==> src/rtl/cpu_pkg.sv <==
// Shared types for the core pipeline: decoded ops, writeback FSM states and helpers.
package cpu_pkg;

  typedef enum logic [3:0] {
    OP_LB,
    OP_LH,
    OP_LW,
    OP_LBU,
    OP_LHU,
    OP_LWU,
    OP_LD,
    OP_AUIPC,
    OP_LUI,
    OP_JAL,
    OP_JALR,
    OP_OTHER
  } cu_op_t;

  typedef enum logic [1:0] {
    IDLE,
    WAIT_MEM,
    WRITE
  } wb_state_t;

  localparam int LINK_OFFSET = 4;

  function automatic logic is_load(cu_op_t op);
    return op inside {OP_LB, OP_LH, OP_LW, OP_LBU, OP_LHU, OP_LWU, OP_LD};
  endfunction

endpackage

==> src/rtl/load_align.sv <==
// Combinational load formatter: picks the byte/half/word lane from an aligned
// memory word and extends it; flags misaligned or width-illegal accesses.
module load_align
  import cpu_pkg::*;
#(
  parameter int XLEN = 32
) (
  input  cu_op_t            op,
  input  logic [2:0]        addr_lo,
  input  logic [XLEN-1:0]   rdata,
  output logic [XLEN-1:0]   data,
  output logic              misalign
);

  localparam bit WIDE = (XLEN == 64);

  logic [2:0]  b_lane;
  logic [1:0]  h_lane;
  logic        w_lane;
  logic [63:0] rd64;
  logic [7:0]  b8;
  logic [15:0] h16;
  logic [31:0] w32;

  always_comb begin
    // In a 32-bit core addr_lo[2] lies outside the memory word, so lanes ignore it.
    b_lane   = WIDE ? addr_lo : {1'b0, addr_lo[1:0]};
    h_lane   = WIDE ? addr_lo[2:1] : {1'b0, addr_lo[1]};
    w_lane   = WIDE ? addr_lo[2] : 1'b0;
    rd64     = 64'(rdata);
    b8       = rd64[{b_lane, 3'b000} +: 8];
    h16      = rd64[{h_lane, 4'b0000} +: 16];
    w32      = rd64[{w_lane, 5'b00000} +: 32];
    data     = '0;
    misalign = 1'b0;
    case (op)
      OP_LB:  data = XLEN'($signed(b8));
      OP_LBU: data = XLEN'(b8);
      OP_LH: begin
        data     = XLEN'($signed(h16));
        misalign = addr_lo[0];
      end
      OP_LHU: begin
        data     = XLEN'(h16);
        misalign = addr_lo[0];
      end
      OP_LW: begin
        data     = XLEN'($signed(w32));
        misalign = (addr_lo[1:0] != 2'b00);
      end
      OP_LWU: begin
        data     = XLEN'(w32);
        misalign = !WIDE || (addr_lo[1:0] != 2'b00);
      end
      OP_LD: begin
        data     = rdata;
        misalign = !WIDE || (addr_lo != 3'b000);
      end
      default: ;
    endcase
  end

endmodule

==> src/rtl/wb_stage_seq.sv <==
// Writeback stage: selects the retiring result, waits on memory for loads
// (with timeout) and issues a one-cycle register-file write.
module wb_stage_seq
  import cpu_pkg::*;
#(
  parameter int XLEN    = 32,
  parameter int TIMEOUT = 16
) (
  input  logic              clk,
  input  logic              rst,
  input  logic              in_valid,
  input  cu_op_t            in_op,
  input  logic [4:0]        in_rd,
  input  logic [XLEN-1:0]   in_alu_out,
  input  logic [XLEN-1:0]   in_pc,
  input  logic [XLEN-1:0]   in_imm,
  input  logic              mem_ack,
  input  logic [XLEN-1:0]   mem_rdata,
  output logic              stall,
  output logic              busy,
  output logic              rf_we,
  output logic [4:0]        rf_waddr,
  output logic [XLEN-1:0]   rf_wdata,
  output logic              load_err,
  output wb_state_t         dbg_state
);

  localparam int CNT_W = $clog2(TIMEOUT + 1);

  // Handshake: in_* is taken only in IDLE when in_valid=1; while stall=1 upstream
  // holds in_*. mem_ack is a single-cycle qualifier sampled only in WAIT_MEM.
  wb_state_t        state_q, state_d;
  logic [CNT_W-1:0] cnt_q, cnt_d;
  cu_op_t           op_q, op_d;
  logic [4:0]       rd_q, rd_d;
  logic [2:0]       addr_lo_q, addr_lo_d;
  logic             from_load_q, from_load_d;
  logic             rf_we_q, rf_we_d;
  logic [4:0]       rf_waddr_q, rf_waddr_d;
  logic [XLEN-1:0]  rf_wdata_q, rf_wdata_d;
  logic             load_err_q, load_err_d;
  logic             stall_c;

  cu_op_t           align_op;
  logic [2:0]       align_addr;
  logic [XLEN-1:0]  align_data;
  logic             align_bad;
  logic [XLEN-1:0]  imm_u;
  logic [XLEN-1:0]  result;
  logic             unused_imm_lo;

  assign unused_imm_lo = ^in_imm[11:0];

  load_align #(.XLEN(XLEN)) u_align (
    .op       (align_op),
    .addr_lo  (align_addr),
    .rdata    (mem_rdata),
    .data     (align_data),
    .misalign (align_bad)
  );

  always_comb begin
    imm_u = {in_imm[XLEN-1:12], 12'b0};
    case (in_op)
      OP_LUI:         result = imm_u;
      OP_AUIPC:       result = in_pc + imm_u;
      OP_JAL, OP_JALR: result = in_pc + XLEN'(LINK_OFFSET);
      default:        result = in_alu_out;
    endcase
  end

  always_comb begin
    state_d     = state_q;
    cnt_d       = cnt_q;
    op_d        = op_q;
    rd_d        = rd_q;
    addr_lo_d   = addr_lo_q;
    from_load_d = from_load_q;
    rf_we_d     = 1'b0;
    rf_waddr_d  = rf_waddr_q;
    rf_wdata_d  = rf_wdata_q;
    load_err_d  = 1'b0;
    stall_c     = 1'b0;
    // The misalign check looks at the incoming op in IDLE, the latched one afterwards.
    align_op    = (state_q == IDLE) ? in_op : op_q;
    align_addr  = (state_q == IDLE) ? in_alu_out[2:0] : addr_lo_q;
    case (state_q)
      IDLE: begin
        if (in_valid) begin
          if (is_load(in_op)) begin
            if (align_bad) begin
              load_err_d = 1'b1;
            end else begin
              state_d     = WAIT_MEM;
              cnt_d       = CNT_W'(1);
              op_d        = in_op;
              rd_d        = in_rd;
              addr_lo_d   = in_alu_out[2:0];
              from_load_d = 1'b1;
              stall_c     = 1'b1;
            end
          end else begin
            state_d     = WRITE;
            from_load_d = 1'b0;
            rf_we_d     = (in_rd != 5'd0);
            rf_waddr_d  = in_rd;
            rf_wdata_d  = result;
          end
        end
      end
      WAIT_MEM: begin
        stall_c = 1'b1;
        if (mem_ack) begin
          state_d    = WRITE;
          cnt_d      = '0;
          rf_we_d    = (rd_q != 5'd0);
          rf_waddr_d = rd_q;
          rf_wdata_d = align_data;
        end else if (cnt_q >= CNT_W'(TIMEOUT - 1)) begin
          state_d    = IDLE;
          cnt_d      = '0;
          load_err_d = 1'b1;
        end else begin
          cnt_d = cnt_q + CNT_W'(1);
        end
      end
      WRITE: begin
        stall_c = from_load_q;
        state_d = IDLE;
      end
      default: state_d = IDLE;
    endcase
  end

  always_ff @(posedge clk or posedge rst) begin
    if (rst) begin
      state_q     <= IDLE;
      cnt_q       <= '0;
      op_q        <= OP_OTHER;
      rd_q        <= '0;
      addr_lo_q   <= '0;
      from_load_q <= 1'b0;
      rf_we_q     <= 1'b0;
      rf_waddr_q  <= '0;
      rf_wdata_q  <= '0;
      load_err_q  <= 1'b0;
    end else begin
      state_q     <= state_d;
      cnt_q       <= cnt_d;
      op_q        <= op_d;
      rd_q        <= rd_d;
      addr_lo_q   <= addr_lo_d;
      from_load_q <= from_load_d;
      rf_we_q     <= rf_we_d;
      rf_waddr_q  <= rf_waddr_d;
      rf_wdata_q  <= rf_wdata_d;
      load_err_q  <= load_err_d;
    end
  end

  assign stall     = stall_c;
  assign busy      = (state_q != IDLE);
  assign rf_we     = rf_we_q;
  assign rf_waddr  = rf_waddr_q;
  assign rf_wdata  = rf_wdata_q;
  assign load_err  = load_err_q;
  assign dbg_state = state_q;

endmodule

==> config.mk <==
export PLATFORM = sky130hd
export DESIGN_NAME = wb_stage_seq
export DESIGN_NICKNAME = d
export VERILOG_FILES = /design/src/rtl/cpu_pkg.sv /design/src/rtl/load_align.sv /design/src/rtl/wb_stage_seq.sv
export SDC_FILE = /design/constraint.sdc
export NUM_CORES = 1
export LEC_CHECK = 0
export ABC_CLOCK_PERIOD_IN_PS = 4600
export BUFFER_PORTS_ARGS = -buffer_cell sky130_fd_sc_hd__buf_2
export CAP_MARGIN = 20
export CORE_MARGIN = 4
export CORE_UTILIZATION = 40
export DETAILED_ROUTE_END_ITERATION = 6
export SLEW_MARGIN = 20
export SYNTH_ARGS = -nofsm -noshare
export SYNTH_HDL_FRONTEND = slang
export SYNTH_HIERARCHICAL = 1
export SYNTH_SLANG_ARGS = --single-unit
==> constraint.sdc <==
create_clock -name clk -period 4.6 [get_ports clk]
set_input_delay 0.46 -clock clk [delete_from_list [all_inputs] [get_ports clk]]
set_output_delay 0.46 -clock clk [all_outputs]
set_load 0.02 [all_outputs]
==> flow_summary.json, run 1 <==
{
  "status": "complete, no violations",
  "placed_cells": 1038,
  "worstPathMaxFanout": 19,
  "grt_overflow": 0,
  "worstHoldPathType": "input pin to async pin",
  "final_core_util": 0.497,
  "setup_tns_ns": 0,
  "clk_pin_slew_worst_paths_ns": 0.05,
  "die_h_um": 131,
  "maxCapViolations": 0,
  "syn_nets": 892,
  "initial_core_util": 0.412,
  "vias_per_cell": 6.36,
  "grt_max_degree": 59,
  "fin_crit_ns": 3.77,
  "antenna_cells": 0,
  "die_area_sq_mm": 0.0171,
  "crit_arrival_ns": 3.31,
  "grt_pass1_vias": 6323,
  "grt_pass1_wl_um": 34900,
  "cts_tree": "done",
  "drtPass1Iterations": 5,
  "tightest_slew_ns": 1.01,
  "core_sq_mm": 0.0146,
  "fmax_mhz": 265,
  "clock_latency_ns": 0.34,
  "total_power_mw": 3.78,
  "cts_made_buffers": 9,
  "finClkSkew_ns": 0.00605,
  "max_slew_margin": 0.325,
  "design.portCount": 184,
  "hold_violations": 0,
  "cts-root-buf": "clkbuf_16",
  "gp_congestion": 0.912,
  "pre_cts_ws_ns": 0.951,
  "antenna_found_initial": 0,
  "num_rows": 44,
  "synth_cells": 728,
  "holdBufCountCts": 0,
  "synth.yosys.warnings": 6,
  "final-setup-viol-count": 0,
  "syn_area_sq_mm": 0.00603,
  "p_per_area_mw_per_mm2": 519,
  "drv_slew": 0,
  "cts_sinks": 58,
  "area_delta_synth_final_pct": 20.6,
  "grt_usage": 0.263,
  "routed_wl_um": 23100,
  "finalNonFillerCells": 1054,
  "drt_iter0_markers": 572,
  "die_w_um": 131,
  "portBuffers": 171,
  "worst_slack_ns": 0.826,
  "nets": 1029,
  "setup.worst_path.class": "flop to primary output",
  "final_antenna_net_count": 0,
  "avgSynthCellArea_sq_um": 8.29,
  "route.detailed.drc": 0,
  "drive_above_1_share": 0.291,
  "rsz0062_at_grt": "no",
  "cp-start-kind": "flop",
  "worstPathRequired_ns": 4.14,
  "post_cts_resized": 0,
  "cts_buffer_depth": 2,
  "vias": 6708,
  "post_cts_buffers": 0,
  "max-vdd-ir-drop_mv": 0.237,
  "end_kind": "primary output",
  "fin_crit_sh": 0.820,
  "avgRoutedWirePerCell_um": 21.9,
  "dp_hpwl_um": 17600,
  "power_leakage_nw": 3.14,
  "htree_levels": 3
}
==> worst max-delay path: stages, from the launching register on <==
cell	delay, ns
dfrtp_1	0.47
nor2_1	0.49
mux2_2	0.60
nor3_1	0.10
a2111oi_0	0.74
nor2_1	0.21
a2bb2oi_1	0.19
buf_2	0.18
==> area by class of cell <==
| cell class | instances | area, sq um |
|---|---|---|
| fill | 1457 | 7370 |
| multi-input combinational | 601 | 4260 |
| sequential | 58 | 1460 |
| timing repair buffer | 182 | 938 |
| clock buffer | 12 | 267 |
| tap | 184 | 230 |
| clock inverter | 4 | 72.6 |
| inverter | 13 | 48.8 |
==> cell usage in the layout, fill, tap and decap left out, drive strengths merged, types with 6 or more instances in the layout <==
cell type  count
nor3b         10
a31oi         12
a221oi        15
a211oi        14
a2111oi        9
inv           13
dfrtp         55
nand2b         9
mux2          23
buf          182
nand3         23
xnor2         21
nand2         52
ha            22
mux2i         12
nor2          51
a21oi         44
clkbuf        12
and4           6
xor2          11
and2           8
a221o         22
nand4         14
nor3          21
a21o          13
o211ai        11
and3          15
o21ai         67
or3            8
o2bb2ai       19
==> report_power, final <==
group	total, mW	switching (mW)	internal, mW
Clock	0.762	0.245	0.517
Sequential	0.896	0.152	0.745
Combinational	2.12	1.30	0.817
==> per-stage QoR <==
step	hold slack, ns	cell area (sq um)
floorplan	0.460	6030
global placement	0.453	6930
detailed placement	0.461	6930
CTS	0.381	7270
global route	0.391	7270
finish	0.363	7270
==> path summary, 6_finish.rpt <==
kind,startpoint,endpoint,slack [ns],cells after the start
setup / recovery,dbg_state[0]$_DFFE_PP0P_,stall,0.83,7
hold / removal,rst,rf_wdata[7]$_DFFE_PP0P_,0.36,3
setup reg to reg,dbg_state[0]$_DFFE_PP0P_,rf_wdata[28]$_DFFE_PP0P_,0.86,10
hold reg to reg,rf_wdata[8]$_DFFE_PP0P_,rf_wdata[8]$_DFFE_PP0P_,0.47,1
max in group asynchronous,rst,rf_wdata[28]$_DFFE_PP0P_,3.70,3
min in group clk,in_rd[1],rd_q[1]$_DFFE_PP0P_,0.39,2
==> layer usage <==
| metal | wire length, um | vias to the layer above | share of wire | global-route usage |
|---|---|---|---|---|
| li1 | - | 3119 | - | - |
| met1 | 9920 | 3236 | 0.43 | 0.355 |
| met2 | 11000 | 308 | 0.48 | 0.424 |
| met3 | 1530 | 45 | 0.066 | 0.0467 |
| met4 | 623 | 0 | 0.027 | 0.0920 |
| met5 | 0 | - | 0 | 0 |
==> sequential cells by signal, indices dropped and copies added, names as in the netlist <==
register,count
addr_lo_q,2
cnt_q,5
dbg_state,2
from_load_q,1
load_err,1
op_q,4
rd_q,5
rf_waddr,5
rf_wdata,32
rf_we,1
No activity file was read; power rests on OpenSTA's default activity.
==> inputs of run 2 (changes only) <==
--- a/config.mk
+++ b/config.mk
@@ -5,7 +5,7 @@
 export SDC_FILE = /design/constraint.sdc
 export NUM_CORES = 1
 export LEC_CHECK = 0
-export ABC_CLOCK_PERIOD_IN_PS = 4600
+export ABC_CLOCK_PERIOD_IN_PS = 3500
 export BUFFER_PORTS_ARGS = -buffer_cell sky130_fd_sc_hd__buf_2
 export CAP_MARGIN = 20
 export CORE_MARGIN = 4
==> constraint.sdc (replaced) <==
create_clock -name clk -period 3.5 [get_ports clk]
set_input_delay 0.35 -clock clk [delete_from_list [all_inputs] [get_ports clk]]
set_output_delay 0.35 -clock clk [all_outputs]
set_load 0.02 [all_outputs]
==> flow_summary.json, run 2 (same netlist as run 1, synthesis figures left out) <==
{
  "setup.worst_path.class": "flop to primary output",
  "cp-start-kind": "flop",
  "critPathBufInv": 3,
  "vias_per_cell": 6.37,
  "placed_cells": 1045,
  "crit_family": "buffers and inverters",
  "die_w_um": 131,
  "antenna_found_initial": 0,
  "grt_usage": 0.275,
  "cts_tree": "done",
  "route.detailed.drc": 0,
  "mostFrequentLayoutCells": "buf_2 (171), o21ai_0 (59), dfrtp_1 (55)",
  "final_antenna_net_count": 0,
  "fin_crit_ns": 3.27,
  "avgRoutedWirePerCell_um": 22.4,
  "die_area_sq_mm": 0.0171,
  "core_sq_mm": 0.0146,
  "hold_violations": 0,
  "gp_congestion": 0.966,
  "p_per_area_mw_per_mm2": 679,
  "num_rows": 44,
  "fin_crit_sh": 0.935,
  "finClkSkew_ns": 0.0113,
  "worstPathRequired_ns": 3.15,
  "status": "complete, no violations",
  "design.portCount": 184,
  "setup_tns_ns": 0,
  "htree_levels": 3,
  "crit_arrival_ns": 2.92,
  "critPathSlowestCell": "dfrtp_1",
  "path_cells": "nor2_2 > buf_4 > mux2_2 > maj3_1 > nor2_1 > a2111oi_1 > buf_4 > nor2_2 > a2bb2oi_1 > buf_2",
  "vias": 6754,
  "tightest_slew_ns": 1.09,
  "antenna_cells": 0,
  "routed_wl_um": 23800,
  "power_leakage_nw": 3.15,
  "dp_hpwl_um": 18000,
  "cts_made_buffers": 9,
  "portBuffers": 171,
  "layout_commonest_cell": "buf_2",
  "grt_pass1_wl_um": 36300,
  "fmax_mhz": 306,
  "drtPass1Iterations": 5,
  "largest_reg_flops": 32,
  "rsz0062_at_grt": "no",
  "die_h_um": 131,
  "grt_pass1_vias": 6447,
  "clock_latency_ns": 0.34,
  "worst_slack_ns": 0.229,
  "nets": 1036,
  "final-setup-viol-count": 0,
  "grt_overflow": 0,
  "maxCapViolations": 0,
  "post_cts_buffers": 0,
  "drive_above_1_share": 0.298,
  "grt_max_degree": 50,
  "max_slew_margin": 0.276,
  "max-vdd-ir-drop_mv": 0.439,
  "drt_iter0_markers": 496,
  "cts_buffer_depth": 2,
  "finalNonFillerCells": 1061,
  "worstPathMaxFanout": 13,
  "area_delta_synth_final_pct": 20.9,
  "clk_pin_slew_worst_paths_ns": 0.06,
  "initial_core_util": 0.412,
  "max_stage_delay_ns": 0.49,
  "cts-root-buf": "clkbuf_16",
  "cts_sinks": 58,
  "worstHoldPathType": "input pin to async pin",
  "drv_slew": 0,
  "pre_cts_ws_ns": 0.218,
  "end_kind": "primary output"
}
run 2: cell types whose count changed in the layout (fill, tap and decap cells not counted), sizes merged:
cell      before  now
buf          182  189
bufinv         2    1
clkbuf        12   10
clkinv         1    3
clkinvlp       1    2
run 2: timing repair:
action,4_1_cts,5_1_grt
setup endpoints to repair,0,12
hold endpoints to repair,0,0
resized for setup,0,3
hold buffers,0,0
run 2: power breakdown:
group / internal (mW) / switching, mW
registers: 0.978 / 0.199
clock network: 0.553 / 0.362
logic: 1.12 / 1.74
run 2: metal layers:
metal / vias up / global-route usage / part of all wire
li1: 3119 / - / -
met1: 3264 / 0.383 / 0.43
met2: 330 / 0.447 / 0.47
met3: 41 / 0.0419 / 0.073
met4: 0 / 0.0732 / 0.022
met5: - / 0 / 0
run 2: path summary, 6_finish.rpt:
check	end	from	slack (ns)	cells after the start
setup reg to reg	rf_wdata[28]$_DFFE_PP0P_	dbg_state[1]$_DFFE_PP0P_	0.31	9
setup / recovery	stall	dbg_state[1]$_DFFE_PP0P_	0.23	10
hold / removal	rf_waddr[0]$_DFFE_PP0P_	rst	0.11	2
min in group clk	rd_q[2]$_DFFE_PP0P_	in_rd[2]	0.28	2
hold reg to reg	rf_wdata[5]$_DFFE_PP0P_	rf_wdata[5]$_DFFE_PP0P_	0.47	1
max in group asynchronous	from_load_q$_DFFE_PP0P_	rst	2.75	3
run 2: final cells by class:
type	instances	area (sq um)
fill	1448	7350
timing repair buffer	189	991
clock buffer	10	229
clock inverter	6	67.6
inverter	13	51.3
tap	184	230
multi-input combinational	601	4270
sequential	58	1460
run 2: per-stage QoR:
| step | utilization | hold slack, ns | instance area (sq um) | power [mW] |
|---|---|---|---|---|
| after floorplan | - | 0.460 | 6030 | 3.16 |
| after global placement | 0.477 | 0.457 | 6990 | 3.96 |
| after detailed placement | 0.477 | 0.462 | 6990 | 4.01 |
| after CTS | 0.498 | 0.144 | 7290 | 4.93 |
| after global routing | 0.498 | 0.174 | 7290 | 5.27 |
| final | 0.498 | 0.107 | 7290 | 4.95 |
==> inputs of run 3 (changes only) <==
--- a/config.mk
+++ b/config.mk
@@ -5,12 +5,15 @@
 export SDC_FILE = /design/constraint.sdc
 export NUM_CORES = 1
 export LEC_CHECK = 0
-export ABC_CLOCK_PERIOD_IN_PS = 3500
+export ABC_CLOCK_PERIOD_IN_PS = 2800
 export BUFFER_PORTS_ARGS = -buffer_cell sky130_fd_sc_hd__buf_2
 export CAP_MARGIN = 20
+export CELL_PAD_IN_SITES_DETAIL_PLACEMENT = 2
+export CELL_PAD_IN_SITES_GLOBAL_PLACEMENT = 2
 export CORE_MARGIN = 4
-export CORE_UTILIZATION = 40
+export CORE_UTILIZATION = 27
 export DETAILED_ROUTE_END_ITERATION = 6
+export PLACE_DENSITY_LB_ADDON = 0.1
 export SLEW_MARGIN = 20
 export SYNTH_ARGS = -nofsm -noshare
 export SYNTH_HDL_FRONTEND = slang
==> constraint.sdc (replaced) <==
create_clock -name clk -period 2.8 [get_ports clk]
set_input_delay 0.28 -clock clk [delete_from_list [all_inputs] [get_ports clk]]
set_output_delay 0.28 -clock clk [all_outputs]
set_load 0.02 [all_outputs]
==> flow_summary.json, run 3 (same netlist as run 1, synthesis figures left out) <==
{
  "drive_above_1_share": 0.359,
  "timing.hold.ws_ns": 0.0144,
  "design.portCount": 184,
  "avgRoutedWirePerCell_um": 24.7,
  "initial_core_util": 0.276,
  "worst_slack_ns": -0.0147,
  "violations": "negative setup slack",
  "status": "finished with violations",
  "clk_pin_slew_worst_paths_ns": 0.06,
  "route.detailed.drc": 0,
  "setup.worst_path.class": "flop to primary output",
  "fin_crit_sh": 1.01,
  "grt_usage": 0.235,
  "core_sq_mm": 0.0219,
  "finClkSkew_ns": 0.00913,
  "power_frac_clock": 0.175,
  "gp_congestion": 0.899,
  "area_delta_synth_final_pct": 32.7,
  "total_power_mw": 7.14,
  "grt_overflow": 0,
  "antenna_cells": 0,
  "maxCapViolations": 0,
  "end_kind": "primary output",
  "p_seq_frac": 0.209,
  "worstHoldPathType": "input pin to async pin",
  "final-setup-viol-count": 2,
  "mostFrequentLayoutCells": "buf_2 (170), o21ai_0 (56), dfrtp_1 (53)",
  "die_h_um": 157,
  "cts-root-buf": "clkbuf_16",
  "nets": 1079,
  "cts_sinks": 58,
  "final_antenna_net_count": 0,
  "drv_slew": 0,
  "layout_commonest_cell": "buf_2",
  "hold_violations": 0,
  "num_rows": 54,
  "portBuffers": 171,
  "cts_made_buffers": 9,
  "cts_tree": "done",
  "max_slew_margin": 0.570,
  "dp_hpwl_um": 23000,
  "worstPathRequired_ns": 2.52,
  "htree_levels": 3,
  "tightest_slew_ns": 0.643,
  "rsz0062_at_grt": "yes",
  "holdBufCountCts": 0,
  "grt_pass1_vias": 7685,
  "drtPass1Iterations": 5,
  "vias": 6968,
  "cts_buffer_depth": 2,
  "die_w_um": 157,
  "power_leakage_nw": 3.44,
  "fin_crit_ns": 2.81,
  "antenna_found_initial": 1,
  "vias_per_cell": 5.81,
  "fmax_mhz": 355,
  "clock_latency_ns": 0.34,
  "p_int_mw": 3.86,
  "reg2reg_setup_slack_ns": 0,
  "drt_iter0_markers": 348,
  "p_sw_frac": 0.460,
  "die_area_sq_mm": 0.0248,
  "p_per_area_mw_per_mm2": 892,
  "power_switching_mw": 3.28,
  "max-vdd-ir-drop_mv": 0.336,
  "crit_arrival_ns": 2.53,
  "grt_max_degree": 36,
  "combPwrFrac": 0.616,
  "worstPathMaxFanout": 6,
  "grt_pass1_wl_um": 44800,
  "cp-start-kind": "flop",
  "largest_reg_flops": 32,
  "routed_wl_um": 29600
}
-- run 3: cell count changes in the layout (fill, tap and decap cells not counted), moves of 3 or more --
cell,before,now
a2111oi_0,8,4
buf_12,0,3
buf_4,18,49
buf_6,0,8
mux2_2,21,17
mux2_4,1,5
o21ai_0,59,56
o21ai_2,0,3
or3_1,8,4
or3_4,0,4
-- run 3: per-stage QoR --
stage	util	std cells	setup WS, ns	cell area (sq um)	setup TNS (ns)
floorplan	-	728	-0.194	6080	-0.194
global placement	0.338	1172	0.0719	7410	0
detailed placement	0.338	1172	-0.0277	7410	-0.0568
CTS	0.360	1197	-0.0747	7870	-0.0783
global route	0.366	1200	-0.223	8010	-0.841
finish	0.366	1200	-0.0147	8010	-0.0156
-- run 3: final timing paths --
check                      cells after the start                  endpoint                startpoint
hold reg to reg                                2  rf_wdata[11]$_DFFE_PP0P_  rf_wdata[11]$_DFFE_PP0P_
max in group asynchronous                      3       op_q[3]$_DFFE_PP1P_                       rst
setup reg to reg                              11  rf_wdata[22]$_DFFE_PP0P_  dbg_state[1]$_DFFE_PP0P_
setup / recovery                              10                     stall  dbg_state[1]$_DFFE_PP0P_
min in group clk                               2       rd_q[1]$_DFFE_PP0P_                  in_rd[1]
hold / removal                                 2           rf_we$_DFF_PP0_                       rst
-- run 3: routing by layer --
metal,track usage,share of wire,vias up
li1,-,-,3206
met1,0.310,0.44,3546
met2,0.407,0.50,190
met3,0.0283,0.046,26
met4,0.0582,0.015,0
met5,0,0,-
-- run 3: what timing repair did --
action / 4_1_cts / 5_1_grt
resized for setup: 17 / 31
buffers inserted: 9 / 4
setup endpoints to repair: 13 / 30
pin swaps: 5 / 11
-- run 3: layout make-up --
| cell class | count | area [sq um] |
|---|---|---|
| clock buffer | 9 | 225 |
| clock inverter | 7 | 101 |
| fill | 2507 | 13900 |
| inverter | 13 | 48.8 |
| multi-input combinational | 601 | 4420 |
| sequential | 58 | 1460 |
| tap | 280 | 350 |
| timing repair buffer | 232 | 1400 |
-- run 3: power by group through the flow --
stage	clock network [mW]	logic [mW]	registers, mW
floorplan	0	2.26	1.76
global placement	0	3.88	1.47
detailed placement	0	3.99	1.50
CTS	1.28	4.23	1.49
global route	1.32	4.74	1.54
finish	1.25	4.40	1.49
-- run 3: critical path, cell delays in order (launching register included) --
cell and delay (ns):
dfrtp_2 0.42, nor2_4 0.16, buf_6 0.15, mux2_4 0.31
buf_6 0.13, maj3_2 0.33, nor2_4 0.11, a2111oi_4 0.06
nor2_2 0.18, a2bb2oi_2 0.18, buf_6 0.14
